**config.mk**
```make
export PLATFORM = sky130hd
export DESIGN_NAME = pwm_bank_flat
export DESIGN_NICKNAME = d
export VERILOG_FILES = /design/src/rtl/pwm_pkg.sv /design/src/rtl/pwm_bank_if.sv /design/src/rtl/pwm_channel.sv /design/src/rtl/pwm_bank.sv /design/src/flat_wrapper.sv
export SDC_FILE = /design/constraint.sdc
export NUM_CORES = 1
export LEC_CHECK = 0
export CAP_MARGIN = 20
export CELL_PAD_IN_SITES_DETAIL_PLACEMENT = 0
export CELL_PAD_IN_SITES_GLOBAL_PLACEMENT = 1
export CORE_ASPECT_RATIO = 0.8
export CORE_MARGIN = 2
export CORE_UTILIZATION = 40
export DETAILED_ROUTE_END_ITERATION = 12
export DONT_BUFFER_PORTS = 1
export GPL_TIMING_DRIVEN = 0
export HOLD_SLACK_MARGIN = 0.03
export PLACE_DENSITY = 0.69
export SLEW_MARGIN = 20
export SYNTH_ARGS = -nofsm -noshare
export SYNTH_HDL_FRONTEND = slang
export SYNTH_SLANG_ARGS = --single-unit
```
**constraint.sdc**
```tcl
create_clock -name clk -period 5.63 [get_ports clk]
set_clock_uncertainty 0.15 [all_clocks]
set_input_delay 1.126 -clock clk [delete_from_list [all_inputs] [get_ports clk]]
set_output_delay 1.126 -clock clk [all_outputs]
set_load 0.01 [all_outputs]
```
**src/rtl/pwm_pkg.sv**
```systemverilog
// ============================================================================
// Module   : pwm_pkg
// Purpose  : Command-word field layout and reset constants for pwm_bank.
// Revision : 1.0 - initial release
// ============================================================================
`default_nettype none

package pwm_pkg;

  localparam logic PWM_RST     = 1'b0;
  localparam logic PENDING_RST = 1'b0;
  localparam logic UPD_RST     = 1'b0;

  function automatic int ch_w(input int num_ch);
    return $clog2(num_ch);
  endfunction

  function automatic int cmd_w(input int num_ch, input int cnt_w);
    return 1 + $clog2(num_ch) + 2 * cnt_w;
  endfunction

  // Word layout, MSB first: {bcast, ch_sel, duty, period}
  function automatic int per_lsb();
    return 0;
  endfunction

  function automatic int duty_lsb(input int cnt_w);
    return cnt_w;
  endfunction

  function automatic int ch_lsb(input int cnt_w);
    return 2 * cnt_w;
  endfunction

  function automatic int bcast_bit(input int num_ch, input int cnt_w);
    return 2 * cnt_w + $clog2(num_ch);
  endfunction

endpackage

`default_nettype wire

```
**src/rtl/pwm_bank_if.sv**
```systemverilog
// ============================================================================
// Module   : pwm_bank_if
// Purpose  : Ready/valid command channel feeding pwm_bank.
// Revision : 1.0 - initial release
// ============================================================================
`default_nettype none

interface pwm_bank_if #(
  parameter int CMD_W = 19
) ();

  logic [CMD_W-1:0] cmd_data;
  logic             cmd_valid;
  logic             cmd_ready;

  modport master (
    output cmd_data,
    output cmd_valid,
    input  cmd_ready
  );

  modport slave (
    input  cmd_data,
    input  cmd_valid,
    output cmd_ready
  );

endinterface

`default_nettype wire

```
**src/rtl/pwm_channel.sv**
```systemverilog
// ============================================================================
// Module   : pwm_channel
// Purpose  : One PWM channel with shadow/active registers and boundary update.
// Revision : 1.0 - initial release
// ============================================================================
`default_nettype none

module pwm_channel
  import pwm_pkg::*;
#(
  parameter int CNT_W = 8
) (
  input  logic             clk,
  input  logic             rst,
  input  logic             wr_en,
  input  logic [CNT_W-1:0] duty,
  input  logic [CNT_W-1:0] per,
  output logic             pending,
  output logic             pwm,
  output logic             upd,
  output logic             pstart
);

  logic [CNT_W-1:0] duty_a_q, duty_a_d;
  logic [CNT_W-1:0] per_a_q,  per_a_d;
  logic [CNT_W-1:0] duty_s_q, duty_s_d;
  logic [CNT_W-1:0] per_s_q,  per_s_d;
  logic [CNT_W-1:0] cnt_q,    cnt_d;
  logic             pending_q, pending_d;
  logic             pwm_q,     pwm_d;
  logic             upd_q,     upd_d;

  logic             enabled;
  logic             boundary;
  logic             apply;
  logic [CNT_W-1:0] last_cnt;

  always_comb begin
    enabled  = (per_a_q != '0);
    // Only meaningful while enabled, so the decrement never wraps in use
    last_cnt = per_a_q - CNT_W'(1);
    boundary = !enabled || (cnt_q == last_cnt);
    apply    = boundary && pending_q;
  end

  always_comb begin
    duty_a_d  = duty_a_q;
    per_a_d   = per_a_q;
    duty_s_d  = duty_s_q;
    per_s_d   = per_s_q;
    pending_d = pending_q;
    cnt_d     = cnt_q;

    if (apply) begin
      duty_a_d  = duty_s_q;
      per_a_d   = per_s_q;
      pending_d = 1'b0;
    end

    if (wr_en) begin
      duty_s_d  = duty;
      per_s_d   = per;
      pending_d = 1'b1;
    end

    if (boundary) begin
      cnt_d = '0;
    end else begin
      cnt_d = cnt_q + CNT_W'(1);
    end

    pwm_d = enabled && (cnt_q < duty_a_q);
    upd_d = apply;
  end

  always_ff @(posedge clk or negedge rst) begin
    if (!rst) begin
      duty_a_q  <= '0;
      per_a_q   <= '0;
      duty_s_q  <= '0;
      per_s_q   <= '0;
      cnt_q     <= '0;
      pending_q <= PENDING_RST;
      pwm_q     <= PWM_RST;
      upd_q     <= UPD_RST;
    end else begin
      duty_a_q  <= duty_a_d;
      per_a_q   <= per_a_d;
      duty_s_q  <= duty_s_d;
      per_s_q   <= per_s_d;
      cnt_q     <= cnt_d;
      pending_q <= pending_d;
      pwm_q     <= pwm_d;
      upd_q     <= upd_d;
    end
  end

  assign pending = pending_q;
  assign pwm     = pwm_q;
  assign upd     = upd_q;
  // Leads the matching pwm edge by one cycle because pwm is registered
  assign pstart  = enabled && (cnt_q == '0);

endmodule

`default_nettype wire

```
**src/rtl/pwm_bank.sv**
```systemverilog
// ============================================================================
// Module   : pwm_bank
// Purpose  : Multi-channel PWM bank with addressed/broadcast glitch-free updates.
// Revision : 1.0 - initial release
// ============================================================================
`default_nettype none

module pwm_bank
  import pwm_pkg::*;
#(
  parameter int NUM_CH = 4,
  parameter int CNT_W  = 8
) (
  input  logic              clk,
  input  logic              rst,
  pwm_bank_if.slave         cmd,
  output logic [NUM_CH-1:0] pwm_out,
  output logic [NUM_CH-1:0] upd_done,
  output logic [NUM_CH-1:0] period_start
);

  localparam int CH_W      = ch_w(NUM_CH);
  localparam int BCAST_BIT = bcast_bit(NUM_CH, CNT_W);
  localparam int CH_LSB    = ch_lsb(CNT_W);
  localparam int DUTY_LSB  = duty_lsb(CNT_W);
  localparam int PER_LSB   = per_lsb();

  logic              bcast;
  logic [CH_W-1:0]   ch_sel;
  logic [CNT_W-1:0]  duty;
  logic [CNT_W-1:0]  per;
  logic [NUM_CH-1:0] target;
  logic [NUM_CH-1:0] pending;
  logic [NUM_CH-1:0] wr_en;
  logic              ready;

  assign bcast  = cmd.cmd_data[BCAST_BIT];
  assign ch_sel = cmd.cmd_data[CH_LSB +: CH_W];
  assign duty   = cmd.cmd_data[DUTY_LSB +: CNT_W];
  assign per    = cmd.cmd_data[PER_LSB +: CNT_W];

  // Out-of-range addresses decode to no target: accepted and dropped
  always_comb begin
    target = '0;
    for (int i = 0; i < NUM_CH; i++) begin
      if (bcast || (int'(ch_sel) == i)) begin
        target[i] = 1'b1;
      end
    end
  end

  always_comb begin
    ready = ~|(target & pending);
    wr_en = target & {NUM_CH{cmd.cmd_valid && ready}};
  end

  assign cmd.cmd_ready = ready;

  for (genvar g = 0; g < NUM_CH; g++) begin : g_ch
    pwm_channel #(
      .CNT_W (CNT_W)
    ) u_ch (
      .clk     (clk),
      .rst     (rst),
      .wr_en   (wr_en[g]),
      .duty    (duty),
      .per     (per),
      .pending (pending[g]),
      .pwm     (pwm_out[g]),
      .upd     (upd_done[g]),
      .pstart  (period_start[g])
    );
  end

endmodule

`default_nettype wire

```
**src/flat_wrapper.sv**
```systemverilog
// flat-port wrapper written by rule: the top's interface ports become plain ports
module pwm_bank_flat import pwm_pkg::*;
#(
  parameter int NUM_CH = 4,
  parameter int CNT_W  = 8
)
  (clk, rst, pwm_out, upd_done, period_start, cmd_cmd_data, cmd_cmd_valid, cmd_cmd_ready);
  pwm_bank_if #(.CMD_W(19)) cmd_i ();
  input  logic clk;
  input  logic rst;
  output logic [NUM_CH-1:0] pwm_out;
  output logic [NUM_CH-1:0] upd_done;
  output logic [NUM_CH-1:0] period_start;
  input wire logic [$bits(cmd_i.cmd_data)-1:0] cmd_cmd_data;
  input wire logic [$bits(cmd_i.cmd_valid)-1:0] cmd_cmd_valid;
  output wire logic [$bits(cmd_i.cmd_ready)-1:0] cmd_cmd_ready;
  assign cmd_i.cmd_data = cmd_cmd_data;
  assign cmd_i.cmd_valid = cmd_cmd_valid;
  assign cmd_cmd_ready = cmd_i.cmd_ready;
  pwm_bank #(.NUM_CH(NUM_CH), .CNT_W(CNT_W)) u_core (.clk(clk), .rst(rst), .cmd(cmd_i), .pwm_out(pwm_out), .upd_done(upd_done), .period_start(period_start));
endmodule
```
Word level (Yosys, flattened, before mapping)
Index checks and enable logic that the tools add are counted.
{"block": "word_totals", "register_bits": 172, "out_inout_bits": 13}
{"block": "classes", "n_mux": 16, "magnitude_cmp": 4, "bitwise_logic": 2, "n_eq_ne": 7, "n_reduce_logical": 40, "add_sub_neg": 8}
{"operator": "adder 8 x 1 -> 8 bit (second input constant)", "count": 4}
{"operator": "== test 8 bit", "count": 4}
{"operator": "zero test 8 bit", "count": 4}
{"operator": "< comparator 8 bit", "count": 4}
{"operator": "two-way mux 8 bit", "count": 4}
{"operator": "nonzero test 8 bit", "count": 4}
{"operator": "subtractor 8 x 1 -> 8 bit (second input constant)", "count": 4}
{"operator": "logical AND 1 bit", "count": 13}
{"operator": "two-way mux 1 bit", "count": 12}
{"operator": "bitwise AND 4 bit", "count": 2}
{"operator": "logical OR 1 bit", "count": 8}
{"operator": "nonzero test 2 bit", "count": 4}
{"operator": "zero test 1 bit", "count": 5}
{"operator": "== test 2 bit (second input constant)", "count": 2}
{"operator": "OR reduction 4 bit", "count": 1}
{"operator": "== test 2 x 1 -> 1 bit (second input constant)", "count": 1}
{"operator": "zero test 2 bit", "count": 1}

Logic depth before layout (Yosys ltp)
Gate-level depths: netlist of the first run.
{"block": "depth", "word_depth": 9, "depth_mapped": 9, "depth_no_buf": 8}

Cells and area by module
Synthesis of the first run repeated with hierarchy kept, for this count alone.
{"block": "unflattened", "hier_cells": 773, "hier_area_um2": 8683.3}
{"module": "pwm_channel", "instances": 4, "seq_area_each_um2": 1076.0, "area_per_inst_um2": 2143.3, "cells_each": 190}
{"module": "pwm_bank", "instances": 1, "seq_area_each_um2": 0.0, "area_per_inst_um2": 110.1, "cells_each": 13}

Least setup slack after synthesis of the first run
Ideal clock, no wire load.
{"block": "synth_timing", "kind": "input-to-reg", "startpoint": "in cmd_cmd_data[16]", "endpoint": "reg u_core.g_ch[0].u_ch.duty_s_q[0]", "cell_stages": 6, "n_path_buf": 1, "setup_time_ns": 0.125, "arrival_ns": 2.940, "slack_ns": 2.415, "path_cell_list": "mux4_2 > a21oi_1 > nand2_1 > nor2_2 > buf_4 > mux2_2"}
{"block": "synth_between", "elab_chain_len": 8}
{"item": "start: declaration", "line_no": "flat_wrapper.sv:14", "rtl": "input wire logic [$bits(cmd_i.cmd_data)-1:0] cmd_cmd_data;"}
{"item": "== test 2 bit (tied with other cells)", "line_no": "pwm_bank.sv:46", "rtl": "if (bcast || (int'(ch_sel) == i)) begin"}
{"item": "logical OR 1 bit", "line_no": "pwm_bank.sv:46"}
{"item": "two-way mux 1 bit", "line_no": "pwm_bank.sv:46"}
{"item": "bitwise AND 4 bit *", "line_no": "pwm_bank.sv:53", "rtl": "ready = ~|(target & pending);"}
{"item": "OR reduction 4 bit *", "line_no": "pwm_bank.sv:53"}
{"item": "zero test 1 bit *", "line_no": "pwm_bank.sv:53"}
{"item": "named net cmd_cmd_ready", "line_no": "flat_wrapper.sv:16", "rtl": "output wire logic [$bits(cmd_i.cmd_ready)-1:0] cmd_cmd_ready;"}
{"item": "logical AND 1 bit *", "line_no": "pwm_bank.sv:54", "rtl": "wr_en = target & {NUM_CH{cmd.cmd_valid && ready}};"}
{"item": "bitwise AND 4 bit *", "line_no": "pwm_bank.sv:54"}
{"item": "end signal: assignment", "line_no": "pwm_channel.sv:89", "rtl": "duty_s_q <= duty_s_d;"}
{"item": "end: declaration", "line_no": "pwm_channel.sv:26", "rtl": "logic [CNT_W-1:0] duty_s_q, duty_s_d;"}
The timed path passes the listed nets; every way through them passes the cells marked *.
A chain may end at the register's enable or synchronous reset.

Final worst setup path of the first run
{"block": "layout_timing", "startpoint": "reg u_core.g_ch[1].u_ch.per_a_q[0]", "endpoint": "out period_start[1]"}
{"block": "layout_between", "elab_chain_len": 2}
{"item": "start: declaration", "line_no": "pwm_channel.sv:25", "rtl": "logic [CNT_W-1:0] per_a_q, per_a_d;"}
{"item": "start signal: assignment", "line_no": "pwm_channel.sv:88", "rtl": "per_a_q <= per_a_d;"}
{"item": "nonzero test 8 bit", "line_no": "pwm_channel.sv:39", "rtl": "enabled = (per_a_q != '0);"}
{"item": "logical AND 1 bit", "line_no": "pwm_channel.sv:102", "rtl": "assign pstart = enabled && (cnt_q == '0);"}
{"item": "end: declaration", "line_no": "flat_wrapper.sv:13", "rtl": "output logic [NUM_CH-1:0] period_start;"}
Every way passes these cells.

==> results of run 1 <==
## per-layer routing
layer	wire length (microns)	GRT usage [%]
met1	9520	24.8
met2	8250	26.1
met4	112	4.28
met3	901	4.57
met5	0	0
## area by class of cell
class,instances,area (sq um),area share (%)
well taps,300,375,3.80
clock inverters,11,97.6,0.989
flip-flops and latches,172,4300,43.6
clock buffers,20,447,4.53
inverters,63,236,2.40
multi-input cells,480,4150,42.1
plain buffers,37,255,2.59
## flip-flops by register name (all words and copies together), names as in the netlist
register,count
u_core.g_ch.u_ch.cnt_q,32
u_core.g_ch.u_ch.duty_a_q,32
u_core.g_ch.u_ch.duty_s_q,32
u_core.g_ch.u_ch.pending,4
u_core.g_ch.u_ch.per_a_q,32
u_core.g_ch.u_ch.per_s_q,32
u_core.g_ch.u_ch.pwm,4
u_core.g_ch.u_ch.upd,4
## logic make-up (layout without fill, tap and decap cells)
kind of cell,count (synthesis),after routing,share of synthesized area [%]
AOI/OAI and AO/OA,102,102,9.30
xor gates and xnor gates,58,58,5.68
adders and majority gates,40,40,5.59
buffers and inverters,100,131,5.49
DFF,172,172,48.1
muxes,111,111,15.2
and+or+nand+nor,169,169,10.6
## metrics by stage
| step | cells | utilization, % | instance area (sq um) | total power (uW) |
|---|---|---|---|---|
| after floorplan | 752 | - | 8950 | 4090 |
| after global placement | 1052 | 42.9 | 9320 | 4500 |
| after detailed placement | 1052 | 42.9 | 9320 | 4610 |
| after CTS | 1083 | 45.4 | 9870 | 5740 |
| after global routing | 1083 | 45.4 | 9870 | 6150 |
| final | 1083 | 45.4 | 9870 | 5690 |
## cell usage after synthesis, types with 3 or more instances
library cell	count	area (sq um)
sky130_fd_sc_hd__dfrtp_1	172	4300
sky130_fd_sc_hd__mux2_1	3	33.8
sky130_fd_sc_hd__and3_1	12	75.1
sky130_fd_sc_hd__a21oi_1	8	40.0
sky130_fd_sc_hd__and2_1	3	18.8
sky130_fd_sc_hd__nor4b_1	4	35.0
sky130_fd_sc_hd__o2111ai_1	4	35.0
sky130_fd_sc_hd__nand3_1	20	100
sky130_fd_sc_hd__nor3_1	21	105
sky130_fd_sc_hd__or4_1	3	22.5
sky130_fd_sc_hd__nor3b_1	3	22.5
sky130_fd_sc_hd__inv_1	63	236
sky130_fd_sc_hd__nor2_2	4	25.0
sky130_fd_sc_hd__nand2b_1	8	50.1
sky130_fd_sc_hd__mux2_2	79	890
sky130_fd_sc_hd__o22ai_1	3	18.8
sky130_fd_sc_hd__xor2_1	35	307
sky130_fd_sc_hd__a211o_1	3	26.3
sky130_fd_sc_hd__nand3b_1	3	22.5
sky130_fd_sc_hd__a211oi_1	5	37.5
sky130_fd_sc_hd__or3_1	3	18.8
sky130_fd_sc_hd__nand2_1	15	56.3
sky130_fd_sc_hd__mux2_4	27	405
sky130_fd_sc_hd__a21o_1	8	60.1
sky130_fd_sc_hd__nor2b_1	4	25.0
sky130_fd_sc_hd__a32o_1	7	70.1
sky130_fd_sc_hd__a21bo_2	6	60.1
sky130_fd_sc_hd__nor2_1	44	165
sky130_fd_sc_hd__a31oi_1	18	113
sky130_fd_sc_hd__ha_1	40	500
sky130_fd_sc_hd__buf_6	4	45.0
sky130_fd_sc_hd__o21ai_0	13	65.1
sky130_fd_sc_hd__buf_2	5	25.0
sky130_fd_sc_hd__xnor2_1	23	201
sky130_fd_sc_hd__nand4_1	4	25.0
sky130_fd_sc_hd__buf_4	17	128
sky130_fd_sc_hd__o21bai_1	4	30.0
sky130_fd_sc_hd__clkbuf_1	10	37.5
## placed cells by master, fill, tap and decap left out, drive strengths merged, types with 4 or more instances in the layout
cell	n
buf	27
and3	12
or4	5
nand4	4
o2111ai	5
o21bai	4
mux2	109
a21o	8
a31oi	19
o21ai	15
nor3	22
a2111oi	4
ha	40
a211oi	5
nand2	15
and2	4
xnor2	23
clkinvlp	4
xor2	35
clkinv	6
clkbuf	30
a21oi	9
dfrtp	172
or2	5
a32o	7
nand3	20
nor2b	4
a21bo	6
inv	63
nor4b	5
nor2	48
nand2b	8
## power breakdown
| part | internal (uW) | switching [uW] |
|---|---|---|
| combinational | 1200 | 1030 |
| clock | 615 | 486 |
| sequential | 1810 | 539 |
| total | 3630 | 2060 |
## path summary, 6_finish.rpt
path                                              endpoint  depth (start not counted)                             from  slack (ns)
setup / recovery                           period_start[1]                          6   u_core.g_ch[1].u_ch.per_a_q[0]        1.76
min in group clk           u_core.g_ch[2].u_ch.duty_a_q[4]                          1  u_core.g_ch[2].u_ch.duty_a_q[4]        0.34
max in group asynchronous   u_core.g_ch[3].u_ch.per_a_q[3]                          0                              rst        4.73
hold / removal             u_core.g_ch[1].u_ch.duty_s_q[2]                          0                              rst        0.24
hold reg to reg            u_core.g_ch[2].u_ch.duty_a_q[4]                          1  u_core.g_ch[2].u_ch.duty_a_q[4]        0.34
setup reg to reg           u_core.g_ch[1].u_ch.duty_s_q[5]                          7      u_core.g_ch[0].u_ch.pending        2.50
==> insert_results.sql, run 1 <==
INSERT INTO impl_metrics (metric_group, metric, value, unit) VALUES
('status', 'status', 'finished, final reports clean', ''),
('synth', 'post_synth_instance_area', '0.00895', 'sq mm'),
('routing', 'via_count_normalized_by_instance_count', '5.31', ''),
('synth', 'syn-num-nets', '814', ''),
('global_route', 'grt_pass1_vias', '5828', ''),
('placement', 'preCtsSetupSlack', '1.96', 'ns'),
('synth', 'synth_seq_area_share', '48.1', '%'),
('worst_hold_path', 'min_path_type', 'input port to async pin', ''),
('synth', 'yosys_register_bits', '172', ''),
('routing', 'postRouteAntennaNets', '0', ''),
('pwr', 'p_per_area', '576', 'mW/mm^2'),
('synth', 'synthDistinctLibCells', '69', ''),
('timing', 'setup_viol', '0', ''),
('pwr', 'power.static_leakage', '0.00447', 'uW'),
('timing', 'drv_slew', '0', ''),
('clocking', 'cts_max_level', '4', ''),
('global_route', 'grt_first_pass_wirelength', '31.3', 'mm'),
('cells_and_area', 'layout.filler_cells', '2024', ''),
('timing', 'grt_setup_unrepaired', 'no', ''),
('synth', 'synth-warning-count', '0', ''),
('flow_run', 'maxCapViolCount', '0', ''),
('worst_setup_path', 'required', '4.35', 'ns'),
('worst_setup_path', 'worst_path_largest_cell_delay', '0.60', 'ns'),
('clocking', 'post-cts-setup-buffer-count', '0', ''),
('timing', 'post-route-worst-setup-slack', '1.76', 'ns'),
('clocking', 'postCtsHoldBufs', '0', ''),
('placement', 'port_buffers', '0', ''),
('clocking', 'insertion_delay', '0.43', 'ns'),
('worst_setup_path', 'critical_path.startpoint_type', 'flip-flop', ''),
('cells_and_area', 'layout_stage_area_growth_over_the_synthesis_result', '10.3', '%'),
('floorplanning', 'pin_count', '35', ''),
('floorplanning', 'start_util', '41.2', '%'),
('timing', 'timing.hold.ws', '0.242', 'ns'),
('worst_setup_path', 'worstPathCellList', 'inv_1, ha_1, or4b_4, nor4_1, nor2_1, buf_4', ''),
('worst_setup_path', 'data_arrival_time_of_the_critical_path', '2.59', 'ns'),
('synth', 'synth_ff_type', 'sky130_fd_sc_hd__dfrtp_1', ''),
('global_route', 'grt_overflow', '0', ''),
('synth', 'synth_enable_flop_cells', '0', ''),
('cells_and_area', 'antenna_cells_inserted', '0', ''),
('clocking', 'cts.clk_slew.worst_paths', '0.07', 'ns'),
('timing', 'post-route-period-util', '68.7', '%'),
('worst_setup_path', 'worst_path_max_delay_cell', 'sky130_fd_sc_hd__nor4_1', ''),
('synth', 'synthesized_area_divided_by_synthesized_cell_count', '11.9', 'sq um'),
('placement', 'dp_hpwl', '13.4', 'mm'),
('floorplanning', 'rows', '48', ''),
('timing', 'hold_violations', '0', ''),
('clocking', 'tritoncts_clock_tree', 'done', ''),
('cells_and_area', 'final_net_count', '833', ''),
('synth', 'ffs_w_async_s_r_synth', '100', '%'),
('global_route', 'pin_count_of_the_biggest_net_entering_global_routing', '173', ''),
('floorplanning', 'chipHeight', '138', 'microns'),
('floorplanning', 'die_width', '171', 'microns'),
('worst_setup_path', 'crit_type', 'flip-flop to output pin', ''),
('routing', 'drt-initial-drc-count', '379', ''),
('worst_setup_path', 'cpLargestDelayFamily', 'simple AND/OR/NAND/NOR gates', ''),
('synth', 'synthCells', '752', ''),
('clocking', 'clkSinkCount', '172', ''),
('cells_and_area', 'post_route_cells_drive_above_1_share', '24.8', '%'),
('floorplanning', 'placeableCoreArea', '0.0217', 'sq mm'),
('routing', 'drt_pass_1_iters', '5', ''),
('routing', 'drc_errors', '0', ''),
('floorplanning', 'floorplan.die_area', '0.0236', 'sq mm'),
('global_route', 'grt_usage', '17.3', '%'),
('worst_setup_path', 'end_kind', 'output pin', ''),
('timing', 'timing.slew.headroom', '48.6', '%'),
('placement', 'place.gp.congestion', '0.806', ''),
('worst_setup_path', 'timing.critical_path.buf_inv', '2', ''),
('clocking', 'cts-buffers-inserted', '17', ''),
('timing', 'maxClockFrequency', '0.259', 'GHz'),
('global_route', 'antenna_violations_before_repair', '0', ''),
('routing', 'vias', '5754', ''),
('clocking', 'clock_buffer_depth', '2', ''),
('timing', 'tightest_slew', '0.763', 'ns'),
('clocking', 'root_buffer', 'sky130_fd_sc_hd__clkbuf_16', ''),
('clocking', 'cts.repair.resized', '0', ''),
('timing', 'final.min_clock_period', '3.87', 'ns'),
('routing', 'route.detailed.wl_per_inst', '17.3', 'microns'),
('timing', 'timing.setup.tns', '0', 'ns'),
('worst_setup_path', 'crit_fanout', '6', ''),
('routing', 'detail_route.wirelength', '18.8', 'mm'),
('pwr', 'ir_drop', '0.223', 'mV');
(Power assumes the default switching activity.)
==> run 2: changes to the inputs <==
--- a/config.mk
+++ b/config.mk
@@ -5,6 +5,7 @@
 export SDC_FILE = /design/constraint.sdc
 export NUM_CORES = 1
 export LEC_CHECK = 0
+export ABC_AREA = 1
 export CAP_MARGIN = 20
 export CELL_PAD_IN_SITES_DETAIL_PLACEMENT = 0
 export CELL_PAD_IN_SITES_GLOBAL_PLACEMENT = 1
@@ -15,7 +16,7 @@
 export DONT_BUFFER_PORTS = 1
 export GPL_TIMING_DRIVEN = 0
 export HOLD_SLACK_MARGIN = 0.03
-export PLACE_DENSITY = 0.69
+export PLACE_DENSITY = 0.73
 export SLEW_MARGIN = 20
 export SYNTH_ARGS = -nofsm -noshare
 export SYNTH_HDL_FRONTEND = slang
==> constraint.sdc (replaced) <==
create_clock -name clk -period 3.77 [get_ports clk]
set_clock_uncertainty 0.15 [all_clocks]
set_input_delay 0.754 -clock clk [delete_from_list [all_inputs] [get_ports clk]]
set_output_delay 0.754 -clock clk [all_outputs]
set_load 0.01 [all_outputs]
==> run 2 against run 1 <==
  * The run now ends with hold timing left
  * Clock-buffer cell count grew 2
  * First-iteration DRC count increased by 13%
  * Highest routed layer unchanged
  * Final area rose by 1.0%
==> insert_results.sql, run 2 <==
INSERT INTO impl_metrics (metric_group, metric, value, unit) VALUES
('status', 'status', 'complete, but fails checks', ''),
('cells_and_area', 'postLayoutCellArea', '0.00997', 'sq mm'),
('floorplanning', 'placeableCoreArea', '0.0223', 'sq mm'),
('global_route', 'met1_usage', '28.1', '%'),
('timing', 'timing.hold.ws', '-0.133', 'ns'),
('worst_setup_path', 'data_arrival_time_of_the_critical_path', '2.01', 'ns'),
('routing', 'detail_route.wirelength', '20.4', 'mm'),
('global_route', 'grt_pass1_vias', '6551', ''),
('cells_and_area', 'layout_stage_area_growth_over_the_synthesis_result', '10.2', '%'),
('timing', 'timing.slew.headroom', '71.7', '%'),
('synth', 'post_synth_instance_area', '0.00904', 'sq mm'),
('timing', 'grt_setup_unrepaired', 'no', ''),
('pwr', 'p_per_area', '833', 'mW/mm^2'),
('routing', 'postRouteAntennaNets', '0', ''),
('synth', 'synth-warning-count', '0', ''),
('synth', 'synth.area.top_cells', 'sky130_fd_sc_hd__dfrtp_1 48%, sky130_fd_sc_hd__nand2_1 15%, sky130_fd_sc_hd__ha_1 5.5%, sky130_fd_sc_hd__inv_1 5.1%, sky130_fd_sc_hd__nand3_1 5.0%', ''),
('clocking', 'cts-buffers-inserted', '17', ''),
('pwr', 'ir_drop', '0.364', 'mV'),
('routing', 'drt-initial-drc-count', '429', ''),
('floorplanning', 'die_width', '172', 'microns'),
('routing', 'via_count_normalized_by_instance_count', '4.71', ''),
('timing', 'maxClockFrequency', '0.343', 'GHz'),
('cells_and_area', 'mostFrequentLayoutCell', 'sky130_fd_sc_hd__nand2_1', ''),
('synth', 'synth_ff_type', 'sky130_fd_sc_hd__dfrtp_1', ''),
('pwr', 'power.static_leakage', '0.00527', 'uW'),
('timing', 'drv_slew', '0', ''),
('cells_and_area', 'most-common-layout-cells', '372 x sky130_fd_sc_hd__nand2_1, 172 x sky130_fd_sc_hd__dfrtp_1, 124 x sky130_fd_sc_hd__inv_1', ''),
('synth', 'synthesized_area_divided_by_synthesized_cell_count', '8.12', 'sq um'),
('global_route', 'gr_layer_usage_met3', '5.10', '%'),
('global_route', 'antenna_violations_before_repair', '0', ''),
('synth', 'synthCells', '1114', ''),
('global_route', 'grt_overflow', '0', ''),
('global_route', 'grt_util_met2', '25.9', '%'),
('global_route', 'grt-busiest-layer', 'met1', ''),
('clocking', 'cts.clk_slew.worst_paths', '0.06', 'ns'),
('synth', 'synth_seq_area_share', '47.6', '%'),
('routing', 'drc_errors', '0', ''),
('clocking', 'root_buffer', 'sky130_fd_sc_hd__clkbuf_16', ''),
('floorplanning', 'start_util', '40.5', '%'),
('cells_and_area', 'final_net_count', '1195', ''),
('synth', 'ffs_w_async_s_r_synth', '100', '%'),
('cells_and_area', 'antenna_cells_inserted', '0', ''),
('clocking', 'cts_max_level', '4', ''),
('synth', 'syn-num-nets', '1176', ''),
('placement', 'dp_hpwl', '14.9', 'mm'),
('clocking', 'clkSinkCount', '172', ''),
('timing', 'final.min_clock_period', '2.91', 'ns'),
('timing', 'timing.setup.tns', '0', 'ns'),
('clocking', 'tritoncts_clock_tree', 'done', ''),
('clocking', 'insertion_delay', '0.43', 'ns'),
('timing', 'hold_violations', '172', ''),
('clocking', 'cts.repair.resized', '0', ''),
('placement', 'post_dp_cell_area', '0.00943', 'sq mm'),
('synth', 'synth_top_cell_by_area', 'sky130_fd_sc_hd__dfrtp_1', ''),
('floorplanning', 'floorplan.die_area', '0.0238', 'sq mm'),
('clocking', 'clock_buffer_depth', '2', ''),
('synth', 'yosys-top-cells-count', '372 x sky130_fd_sc_hd__nand2_1, 172 x sky130_fd_sc_hd__dfrtp_1, 124 x sky130_fd_sc_hd__inv_1', ''),
('routing', 'drt_pass_1_iters', '5', ''),
('floorplanning', 'rows', '49', ''),
('synth', 'synth_enable_flop_cells', '0', ''),
('global_route', 'pin_count_of_the_biggest_net_entering_global_routing', '173', ''),
('placement', 'placed_cells_incl_taps', '1420', ''),
('placement', 'place.gp.congestion', '0.754', ''),
('synth', 'synth_top_area_share', '47.6', '%'),
('flow_run', 'maxCapViolCount', '0', ''),
('timing', 'setup_viol', '0', ''),
('synth', 'yosys.cell_count.top_type', 'sky130_fd_sc_hd__nand2_1', ''),
('timing', 'tightest_slew', '0.424', 'ns'),
('floorplanning', 'chipHeight', '138', 'microns'),
('routing', 'route.detailed.wl_per_inst', '14.0', 'microns'),
('worst_setup_path', 'crit_fanout', '5', ''),
('synth', 'yosys_register_bits', '172', ''),
('worst_setup_path', 'required', '2.87', 'ns'),
('cells_and_area', 'post_route_cells_drive_above_1_share', '9.78', '%'),
('synth', 'synthDistinctLibCells', '37', ''),
('clocking', 'post-cts-setup-buffer-count', '0', ''),
('worst_setup_path', 'crit_type', 'flip-flop to output pin', ''),
('timing', 'post-route-period-util', '77.2', '%'),
('floorplanning', 'pin_count', '35', ''),
('cells_and_area', 'fin_cells', '1451', ''),
('routing', 'vias', '6827', ''),
('placement', 'port_buffers', '0', ''),
('global_route', 'grt_first_pass_wirelength', '34.2', 'mm'),
('worst_setup_path', 'critical_path.startpoint_type', 'flip-flop', ''),
('global_route', 'grt_usage', '18.5', '%'),
('worst_setup_path', 'end_kind', 'output pin', ''),
('status', 'violations', 'hold timing', ''),
('worst_hold_path', 'min_path_type', 'input port to async pin', '');
## run 2: cell types whose count changed in the layout (fill, tap and decap cells not counted), sizes merged, moves of 13 or more
cell,change
a31oi,-16
o21ai,+67
nand2,+365
xnor2,-17
mux2,-109
buf,+13
nand3,+74
nor2,+43
xor2,-21
inv,+69
## run 2: logic make-up after synthesis
logic type	Yosys count	share of synthesized area (%)
xor+xnor	20	1.94
buf+inv	175	9.41
compound gates	110	7.15
flops	172	47.6
simple gates	597	28.4
fa+ha+maj	40	5.53
## run 2: path summary, 6_finish.rpt
kind,from,to,slack (ns),cells past startpoint
worst max-delay path,u_core.g_ch[1].u_ch.per_a_q[0],period_start[1],0.86,6
worst min-delay path,rst,u_core.g_ch[1].u_ch.cnt_q[1],-0.13,0
worst max register to register,u_core.g_ch[2].u_ch.per_a_q[0],u_core.g_ch[2].u_ch.duty_a_q[1],1.49,14
worst min register to register,u_core.g_ch[3].u_ch.duty_a_q[2],u_core.g_ch[3].u_ch.duty_a_q[2],0.32,2
max in group asynchronous,rst,u_core.g_ch[3].u_ch.cnt_q[5],3.33,0
min in group clk,u_core.g_ch[3].u_ch.duty_a_q[2],u_core.g_ch[3].u_ch.duty_a_q[2],0.32,2
## run 2: layout make-up
cell class                      count  area [sq um]
Clock buffer                       22           454
Buffer                             44           359
Multi-Input combinational cell    767          3890
Clock inverter                      9          88.8
Fill cell                        2315         12300
Sequential cell                   172          4300
Tap cell                          306           383
Inverter                          131           492
## run 2: worst max-delay path: stages (launching register included)
cell	delay [ns]
sky130_fd_sc_hd__dfrtp_1	0.44
sky130_fd_sc_hd__inv_1	0.15
sky130_fd_sc_hd__ha_1	0.26
sky130_fd_sc_hd__nand4_1	0.17
sky130_fd_sc_hd__nor2_1	0.32
sky130_fd_sc_hd__nor2_1	0.09
sky130_fd_sc_hd__buf_4	0.15
## run 2: metal layers
layer	share of wire (%)	vias up
met3	4.5	17
met2	42	91
met5	0	-
met4	0.95	0
met1	53	3174
li1	-	3545
## run 2: per-stage QoR
step                      util (%)  total power (uW)  setup WS [ns]
after floorplan                  -              5870           1.46
after global placement        42.2              6640           1.28
after detailed placement      42.2              6700           1.29
after CTS                     44.7              8410          0.820
after global routing          44.7              9140          0.731
final                         44.7              8300          0.858
## run 2: power by group
group / switching, uW / internal [uW]
clock network: 746 / 926
registers: 632 / 2610
logic: 2040 / 1350
total: 3420 / 4880
